## src/rtl/interp_pkg.sv

```systemverilog
// Shared definitions for the interpolation sequencer.
//   - FSM state codes (3-bit localparams)
//   - SEL_ZERO mux code and the per-step operand-select schedule
//   - STEPS / STEP_W sizing for the step counter
package interp_pkg;

    localparam int STEPS  = 7;
    localparam int STEP_W = 3;

    localparam logic [2:0] ST_IDLE     = 3'd0;
    localparam logic [2:0] ST_PRE_2E   = 3'd1;
    localparam logic [2:0] ST_PRE_5E   = 3'd2;
    localparam logic [2:0] ST_RUN      = 3'd3;
    localparam logic [2:0] ST_WAIT_EST = 3'd4;
    localparam logic [2:0] ST_DONE     = 3'd5;

    localparam logic [2:0] SEL_ZERO = 3'b111;

    // Operand-mux code for each schedule step:
    // E2, ~E2, reg_2E, 2E3, ~2E3, reg_5E, ~2E2
    function automatic logic [2:0] step_sel(input logic [STEP_W-1:0] step);
        logic [2:0] sel;
        case (step)
            3'd0:    sel = 3'b011;
            3'd1:    sel = 3'b000;
            3'd2:    sel = 3'b010;
            3'd3:    sel = 3'b110;
            3'd4:    sel = 3'b100;
            3'd5:    sel = 3'b101;
            3'd6:    sel = 3'b001;
            default: sel = SEL_ZERO;
        endcase
        return sel;
    endfunction

endpackage

```

## src/rtl/interp_step_cnt.sv

```systemverilog
// Step/group counter pair for the interpolation sequencer.
//   clk_i, rst_ni   : clock, async active-low reset
//   adv_i           : advance one step (wraps step, bumps group)
//   clr_i           : synchronous clear of both counters (wins over adv_i)
//   step_o, group_o : current step / group
//   last_step_o     : step is the final schedule step
//   last_group_o    : group is the final group of the run
module interp_step_cnt
    import interp_pkg::*;
#(
    parameter int N_GROUPS = 6,
    parameter int GRP_W    = (N_GROUPS > 1) ? $clog2(N_GROUPS) : 1
) (
    input  logic              clk_i,
    input  logic              rst_ni,
    input  logic              adv_i,
    input  logic              clr_i,
    output logic [STEP_W-1:0] step_o,
    output logic [GRP_W-1:0]  group_o,
    output logic              last_step_o,
    output logic              last_group_o
);

    logic [STEP_W-1:0] step_q;
    logic [GRP_W-1:0]  group_q;

    assign last_step_o  = (step_q == STEP_W'(STEPS - 1));
    assign last_group_o = (group_q == GRP_W'(N_GROUPS - 1));
    assign step_o       = step_q;
    assign group_o      = group_q;

    always_ff @(posedge clk_i or negedge rst_ni) begin
        if (!rst_ni) begin
            step_q  <= '0;
            group_q <= '0;
        end else if (clr_i) begin
            step_q  <= '0;
            group_q <= '0;
        end else if (adv_i) begin
            if (last_step_o) begin
                step_q <= '0;
                // The final group is never bumped; the FSM clears instead.
                if (!last_group_o) begin
                    group_q <= group_q + GRP_W'(1);
                end
            end else begin
                step_q <= step_q + STEP_W'(1);
            end
        end
    end

endmodule

```

## src/rtl/interp_seq_ctrl.sv

```systemverilog
// Sequencer for the channel-estimation interpolation datapath.
// Walks the operand mux through a 7-step schedule per pilot group, preloads
// reg_2E / reg_5E before each group, and emits a valid/ready write strobe
// with the output index for every interpolated estimate. All outputs are
// decoded from registered state and counters only.
//   clk_i, rst_ni  : clock, async active-low reset
//   start_i        : begin a run (IDLE only)
//   abort_i        : synchronous return to IDLE from any state
//   est_valid_i    : pilot estimates for the next group are present
//   out_ready_i    : downstream accepts the current estimate
//   add1_sel_o     : operand-mux select
//   ld_2e_o/ld_5e_o: scratch register capture enables
//   out_valid_o    : interpolated estimate valid
//   out_idx_o      : group*STEPS + step
//   busy_o, done_o : run in progress / end-of-run pulse
//
// state       | meaning
// ------------+---------------------------------------------
// IDLE        | waiting for start
// PRE_2E      | capture reg_2E
// PRE_5E      | capture reg_5E
// RUN         | schedule steps, one estimate per handshake
// WAIT_EST    | group finished, waiting for next estimates
// DONE        | one-cycle end-of-run pulse
module interp_seq_ctrl
    import interp_pkg::*;
#(
    parameter int N_GROUPS = 6,
    parameter int IDX_W    = 6
) (
    input  logic             clk_i,
    input  logic             rst_ni,
    input  logic             start_i,
    input  logic             abort_i,
    input  logic             est_valid_i,
    input  logic             out_ready_i,
    output logic [2:0]       add1_sel_o,
    output logic             ld_2e_o,
    output logic             ld_5e_o,
    output logic             out_valid_o,
    output logic [IDX_W-1:0] out_idx_o,
    output logic             busy_o,
    output logic             done_o
);

    localparam int GRP_W = (N_GROUPS > 1) ? $clog2(N_GROUPS) : 1;

    logic [2:0]        state_q, state_d;
    logic              cnt_adv, cnt_clr;
    logic [STEP_W-1:0] step;
    logic [GRP_W-1:0]  group;
    logic              last_step, last_group;

    interp_step_cnt #(
        .N_GROUPS (N_GROUPS),
        .GRP_W    (GRP_W)
    ) u_step_cnt (
        .clk_i        (clk_i),
        .rst_ni       (rst_ni),
        .adv_i        (cnt_adv),
        .clr_i        (cnt_clr),
        .step_o       (step),
        .group_o      (group),
        .last_step_o  (last_step),
        .last_group_o (last_group)
    );

    always_comb begin
        state_d = state_q;
        cnt_adv = 1'b0;
        cnt_clr = 1'b0;
        if (abort_i) begin
            state_d = ST_IDLE;
            cnt_clr = 1'b1;
        end else begin
            case (state_q)
                ST_IDLE:     if (start_i) state_d = ST_PRE_2E;
                ST_PRE_2E:   state_d = ST_PRE_5E;
                ST_PRE_5E:   state_d = ST_RUN;
                ST_RUN: begin
                    // out_valid is constant high in RUN, so ready alone is the accept.
                    if (out_ready_i) begin
                        if (last_step && last_group) begin
                            state_d = ST_DONE;
                            cnt_clr = 1'b1;
                        end else begin
                            cnt_adv = 1'b1;
                            if (last_step) state_d = ST_WAIT_EST;
                        end
                    end
                end
                ST_WAIT_EST: if (est_valid_i) state_d = ST_PRE_2E;
                ST_DONE: begin
                    state_d = ST_IDLE;
                    cnt_clr = 1'b1;
                end
                default: begin
                    state_d = ST_IDLE;
                    cnt_clr = 1'b1;
                end
            endcase
        end
    end

    always_ff @(posedge clk_i or negedge rst_ni) begin
        if (!rst_ni) begin
            state_q <= ST_IDLE;
        end else begin
            state_q <= state_d;
        end
    end

    assign add1_sel_o  = (state_q == ST_RUN) ? step_sel(step) : SEL_ZERO;
    assign ld_2e_o     = (state_q == ST_PRE_2E);
    assign ld_5e_o     = (state_q == ST_PRE_5E);
    assign out_valid_o = (state_q == ST_RUN);
    assign busy_o      = (state_q != ST_IDLE);
    assign done_o      = (state_q == ST_DONE);
    assign out_idx_o   = IDX_W'(group) * IDX_W'(STEPS) + IDX_W'(step);

endmodule

```

## config.mk

```make
export PLATFORM = sky130hd
export DESIGN_NAME = interp_seq_ctrl
export DESIGN_NICKNAME = d
export VERILOG_FILES = /design/src/rtl/interp_pkg.sv /design/src/rtl/interp_step_cnt.sv /design/src/rtl/interp_seq_ctrl.sv
export SDC_FILE = /design/constraint.sdc
export NUM_CORES = 1
export LEC_CHECK = 0
export CORE_MARGIN = 5
export CORE_UTILIZATION = 35
export DETAILED_ROUTE_END_ITERATION = 12
export PLACE_DENSITY = 0.66
export SLEW_MARGIN = 20
export SYNTH_ARGS = -nofsm -noshare
export SYNTH_HDL_FRONTEND = slang
export SYNTH_SLANG_ARGS = --single-unit
```

## constraint.sdc

```tcl
create_clock -name clk_i -period 2.59 [get_ports clk_i]
set_input_delay 0.518 -clock clk_i [delete_from_list [all_inputs] [get_ports clk_i]]
set_output_delay 0.518 -clock clk_i [all_outputs]
set_load 0.01 [all_outputs]
```

# Yosys cells after proc, flatten, opt, wreduce, memory -nomap -nowiden
# Index checks and enable logic that the tools add are counted.
# classes
add_sub_neg,3
mul,1
eq_ne,17
mux,24
reduce_logical,9
# op_table
op,n
two-way mux 3 bit,14
case mux 3 bit (7 select lines),1
equality test 3 bit (second input constant),6
case mux 3 bit (5 select lines),1
equality test 3 x 2 -> 1 bit (second input constant),4
inequality test 3 bit (second input constant),3
two-way mux 1 bit,7
adder 3 x 1 -> 3 bit (second input constant),2
adder 6 x 3 -> 6 bit,1
equality test 3 x 1 -> 1 bit (second input constant),2
zero test 3 bit,2
multiplier 3 x 3 -> 6 bit (second input constant),1
inequality test 4 x 2 -> 1 bit (second input constant),1
AND reduction 4 bit,1
nonzero test 2 bit,2
OR reduction 4 bit,1
AND reduction 3 bit,1
nonzero test 3 bit,1
inequality test 2 bit (second input constant),1
case mux 1 bit (2 select lines),1
logical AND 1 bit,1
# word_totals
regBits,9
in_bits,6
output_inout_bits,14
word_cells,57

# Depth between registers and ports, before layout
# logic_depth
word_depth,8
ltp_mapped,11
ltp_nobuf,11

# Cells and area by module
# A second synthesis with hierarchy kept.
# unflattened
hier_cells,102
hier_area_um2,929.6
# modules_own_cells
mod,n_inst,cells_per_inst,area_per_inst_um2,seq_area_each_um2
interp_seq_ctrl,1,67,574.3,75.1
interp_step_cnt,1,35,355.3,150.1

# Least setup slack after synthesis
# OpenSTA, ideal clock, no wires.
# synth_path
kind,register to output
from,reg u_step_cnt.group_q[1] (netlist: u_step_cnt.group_o[1])
to,out out_idx_o[5]
arrival_time_ps,2381
required_time_ps,2072
setup_slack_ps,-309
stages_incl_launch_ff,9
path_buffers,0
cell_sequence,dfrtp_1 -> fa_1 -> fa_1 -> inv_1 -> fa_1 -> inv_1 -> a21o_1 -> a21oi_1 -> xnor2_1
# synth_between
elab_chain_len,2
# synth_lines
element,line_no,text
"start, declared",interp_step_cnt.sv:25,logic [GRP_W-1:0] group_q;
"start signal, assigned",interp_step_cnt.sv:44,group_q <= group_q + GRP_W'(1);
multiplier 3 x 3 -> 6 bit,interp_seq_ctrl.sv:119,assign out_idx_o = IDX_W'(group) * IDX_W'(STEPS) + IDX_W'(step);
adder 6 x 3 -> 6 bit,interp_seq_ctrl.sv:119,
"end, declared",interp_seq_ctrl.sv:41,"output logic [IDX_W-1:0] out_idx_o,"
# Every way passes these cells.

# Final worst setup path
# layout_path
from,reg u_step_cnt.group_q[0] (netlist: u_step_cnt.group_o[0])
to,out out_idx_o[5]
# Same word-level chain as after synthesis.

==> summary.md <==
| Metric | Value |
|---|---|
| Status | finished, violations left |
| Failing checks | setup timing |
| Number of synthesized flops with an enable pin | 0 |
| FF-to-FF setup slack | 900 ps |
| Clock Sinks | 9 |
| Crit Path Class | flip-flop to output port |
| Period utilisation layout | 118.7% |
| CP Capture Type | output port |
| Pwr Total | 302.4 uW |
| Gr usage total | 12.23% |
| Drt total wl | 1.848 mm |
| Reg2reg end | u_step_cnt.group_o[2] |
| Port Buffers | 19 |
| Post-Synthesis Cells | 97 |
| First-pass detailed-route iteration total | 4 |
| Max cap viols | 0 |
| TritonCTS clock tree | done |
| Vias in the first global route | 783 |
| Initial antenna violation count | 0 |
| Layout overhead on the synthesized area | 40.49% |
| Diodes inserted | 0 |
| IO Pins | 20 |
| Static Leak | 0.6411 nW |
| Global placer's final weighted congestion | 0.7562 |
| Syn nets | 118 |
| Initial detailed-routing violation count | 20 |
| Final setup vio count | 4 |
| Synth Register Bits | 9 |
| Max Freq | 0.3253 GHz |
| Combinational power share | 16.0% |
| Vias | 779 |
| Hold crit path type | primary input to asynchronous set/reset pin |
| Drt via density | 4.899 |
| First-pass GRT wire length | 3.339 mm |
| R2R Path Start | u_step_cnt.group_o[0] |
| Int Pwr | 228.3 uW |
| Final Hold Vio Count | 0 |
| Fin worst setup slack | -484.1 ps |
| Share of layout cells above drive strength 1 | 24.81% |
| Post-route ant nets | 0 |
| Worst VDD drop | 0.1350 mV |
| Post-DP HPWL | 1.479 mm |
| Fin nets | 151 |
| Routed len/inst | 11.62 um |
| Total gr overflow | 0 |
| Max_slew headroom | 71.23% |
| CTS Buf Count | 3 |
| Final Util | 50.51% |
| Die width | 59.99 um |
| Largest net degree at the start of global routing | 12 |
| FP Rows | 18 |
| Hold WS | 566.2 ps |
| Post-Layout Cell Count | 159 |
| Pwr dens | 246.1 nW/um^2 |
| Remaining DRCs | 0 |
| Worst setup SP type | flip-flop |
| Worst Max-Slew Pin Slew | 430.2 ps |
| Worst Setup SP | u_step_cnt.group_o[0] |
| Sequential share of power | 49.2% |
| Reg2reg path depth | 6 |
| CP Max Fanout | 2 |
| Clock Latency Late Sink | 250 ps |
| Main synth FF type | dfrtp_1 |
| Hold-fix buffer count after cts | 0 |
| Chip height | 59.99 um |
| Arr. time, crit path | 2560 ps |
| Worst setup path endpoint | out_idx_o[5] |
| RSZ-0062 raised after global routing | yes |
| Final Critical Period | 3074 ps |
| Netlist Area Pre-Place | 874.6 um^2 |
| Clock buffer depth | 2 |
| Sw Share | 24.50% |
| CTS clk-pin slew, worst paths | 60 ps |
| Yosys warning total | 0 |
| WP data required | 2070 ps |
| DIE AREA | 3599 um^2 |
| CTS Root Cell | clkbuf_4 |
| Initial Utilization | 35.96% |
| H-tree depth | 1 |
| Placeable Area | 2432 um^2 |
| Synth async-reset ratio | 100.0% |
| Cells after DPL | 154 |
| Share of the yosys chip area belonging to registers | 25.75% |
| Net switching power | 74.07 uW |
| Avg Cell Area, Syn | 9.016 um^2 |
| Slew Viols, Final | 0 |
| Clock skew | 3.383 ps |
| Unique masters post-synth | 31 |
| Clk pwr share | 34.7% |
-- worst min path at each step --
stage | to | slack [ps]
after global routing | u_step_cnt.group_o[2] | 590
after floorplan | state_q[0] | 220
after detailed placement | state_q[1] | 630
final | u_step_cnt.group_o[2] | 570
after CTS | u_step_cnt.group_o[2] | 570
after global placement | state_q[1] | 630
-- synth_stat cells, drive strengths merged, types with 2 or more instances --
master | n | share of area [%]
inv | 12 | 5.1
ha | 11 | 16
a21oi | 9 | 5.1
dfrtp | 9 | 26
nor2 | 9 | 3.9
nand2 | 5 | 2.1
xnor2 | 5 | 5.0
buf | 4 | 2.9
fa | 4 | 9.2
o21ai | 3 | 1.7
a211oi | 2 | 1.7
a21o | 2 | 1.7
and3 | 2 | 2.0
and3b | 2 | 2.0
mux2i | 2 | 2.3
nand3b | 2 | 1.7
or3 | 2 | 1.4
-- area by class of cell --
cell class | instances | area (um^2)
clock buffers | 4 | 26.28
fillers | 232 | 1204
inverters | 12 | 45.04
multi-input cells | 71 | 610.6
flip-flops and latches | 9 | 226.5
well taps | 30 | 37.54
repair buffers | 33 | 282.8
-- per-layer routing --
metal,global-route usage [%],part of all wire (%),vias up
li1,-,-,393
met3,1.728,4.8,2
met5,0,0,-
met4,6.646,1.4,0
met1,14.62,44,364
met2,20.83,50,20
-- critical path, cell delays in order, from the launching register on --
cell	delay, ps
dfrtp_1	400
fa_1	490
fa_1	510
inv_1	60
fa_2	340
inv_1	60
a21o_1	110
a21oi_2	60
xnor2_2	130
buf_2	140
-- cell usage in the layout, fill, tap and decap left out, types with 2 or more instances in the layout --
| master | synthesis | layout |
|---|---|---|
| a21oi_2 | 0 | 2 |
| o21ai_0 | 3 | 3 |
| a211oi_1 | 2 | 2 |
| buf_2 | 2 | 4 |
| clkbuf_4 | 0 | 3 |
| ha_1 | 11 | 10 |
| fa_1 | 4 | 3 |
| xnor2_1 | 5 | 2 |
| a21oi_1 | 9 | 7 |
| mux2i_1 | 2 | 2 |
| inv_1 | 12 | 11 |
| a21o_1 | 2 | 2 |
| xnor2_2 | 0 | 3 |
| nand3b_1 | 2 | 2 |
| nand2_1 | 5 | 5 |
| buf_4 | 2 | 12 |
| or3_1 | 2 | 2 |
| and3b_1 | 2 | 2 |
| clkdlybuf4s50_1 | 0 | 14 |
| buf_6 | 0 | 2 |
| nor2_1 | 9 | 9 |
| dfrtp_1 | 9 | 8 |
-- flip-flops by register name, summed over array words and instances (netlist names) --
register,flops
u_step_cnt.group_o,3
state_q,3
u_step_cnt.step_o,3
-- cell families after synthesis --
group	synth area share [%]
XOR/XNOR	5.007
buffers and inverters	8.439
multiplexers	2.289
AND/OR/NAND/NOR	18.31
AO/OA/AOI/OAI	15.31
adder cells (fa/ha/maj)	24.89
flip-flops	25.75
-- power groups by stage --
stage                     sequential (mW)  clock [mW]  combinational, mW
final                               0.149       0.105             0.0485
after floorplan                     0.148           0             0.0258
after global placement              0.151           0             0.0481
after CTS                           0.149       0.112             0.0489
after detailed placement            0.151           0             0.0483
after global routing                0.150       0.122             0.0535
-- per-stage QoR --
| step | area (um^2) | TNS [ps] | setup slack, ps |
|---|---|---|---|
| 2_1_floorplan | 900.9 | -321.2 | -198.3 |
| 3_3_place_gp | 1197 | -2195 | -641.1 |
| 3_5_place_dp | 1197 | -2293 | -679.2 |
| 4_1_cts | 1202 | -1741 | -526.2 |
| 5_1_grt | 1229 | -2158 | -611.9 |
| 6_report | 1229 | -1709 | -484.1 |
-- repair_timing --
action,4_1_cts,5_1_grt
pin swaps,4,2
resized for setup,18,5
setup buffers,0,1
endpoints found under the setup margin,5,5
(Power assumes the default switching activity.)
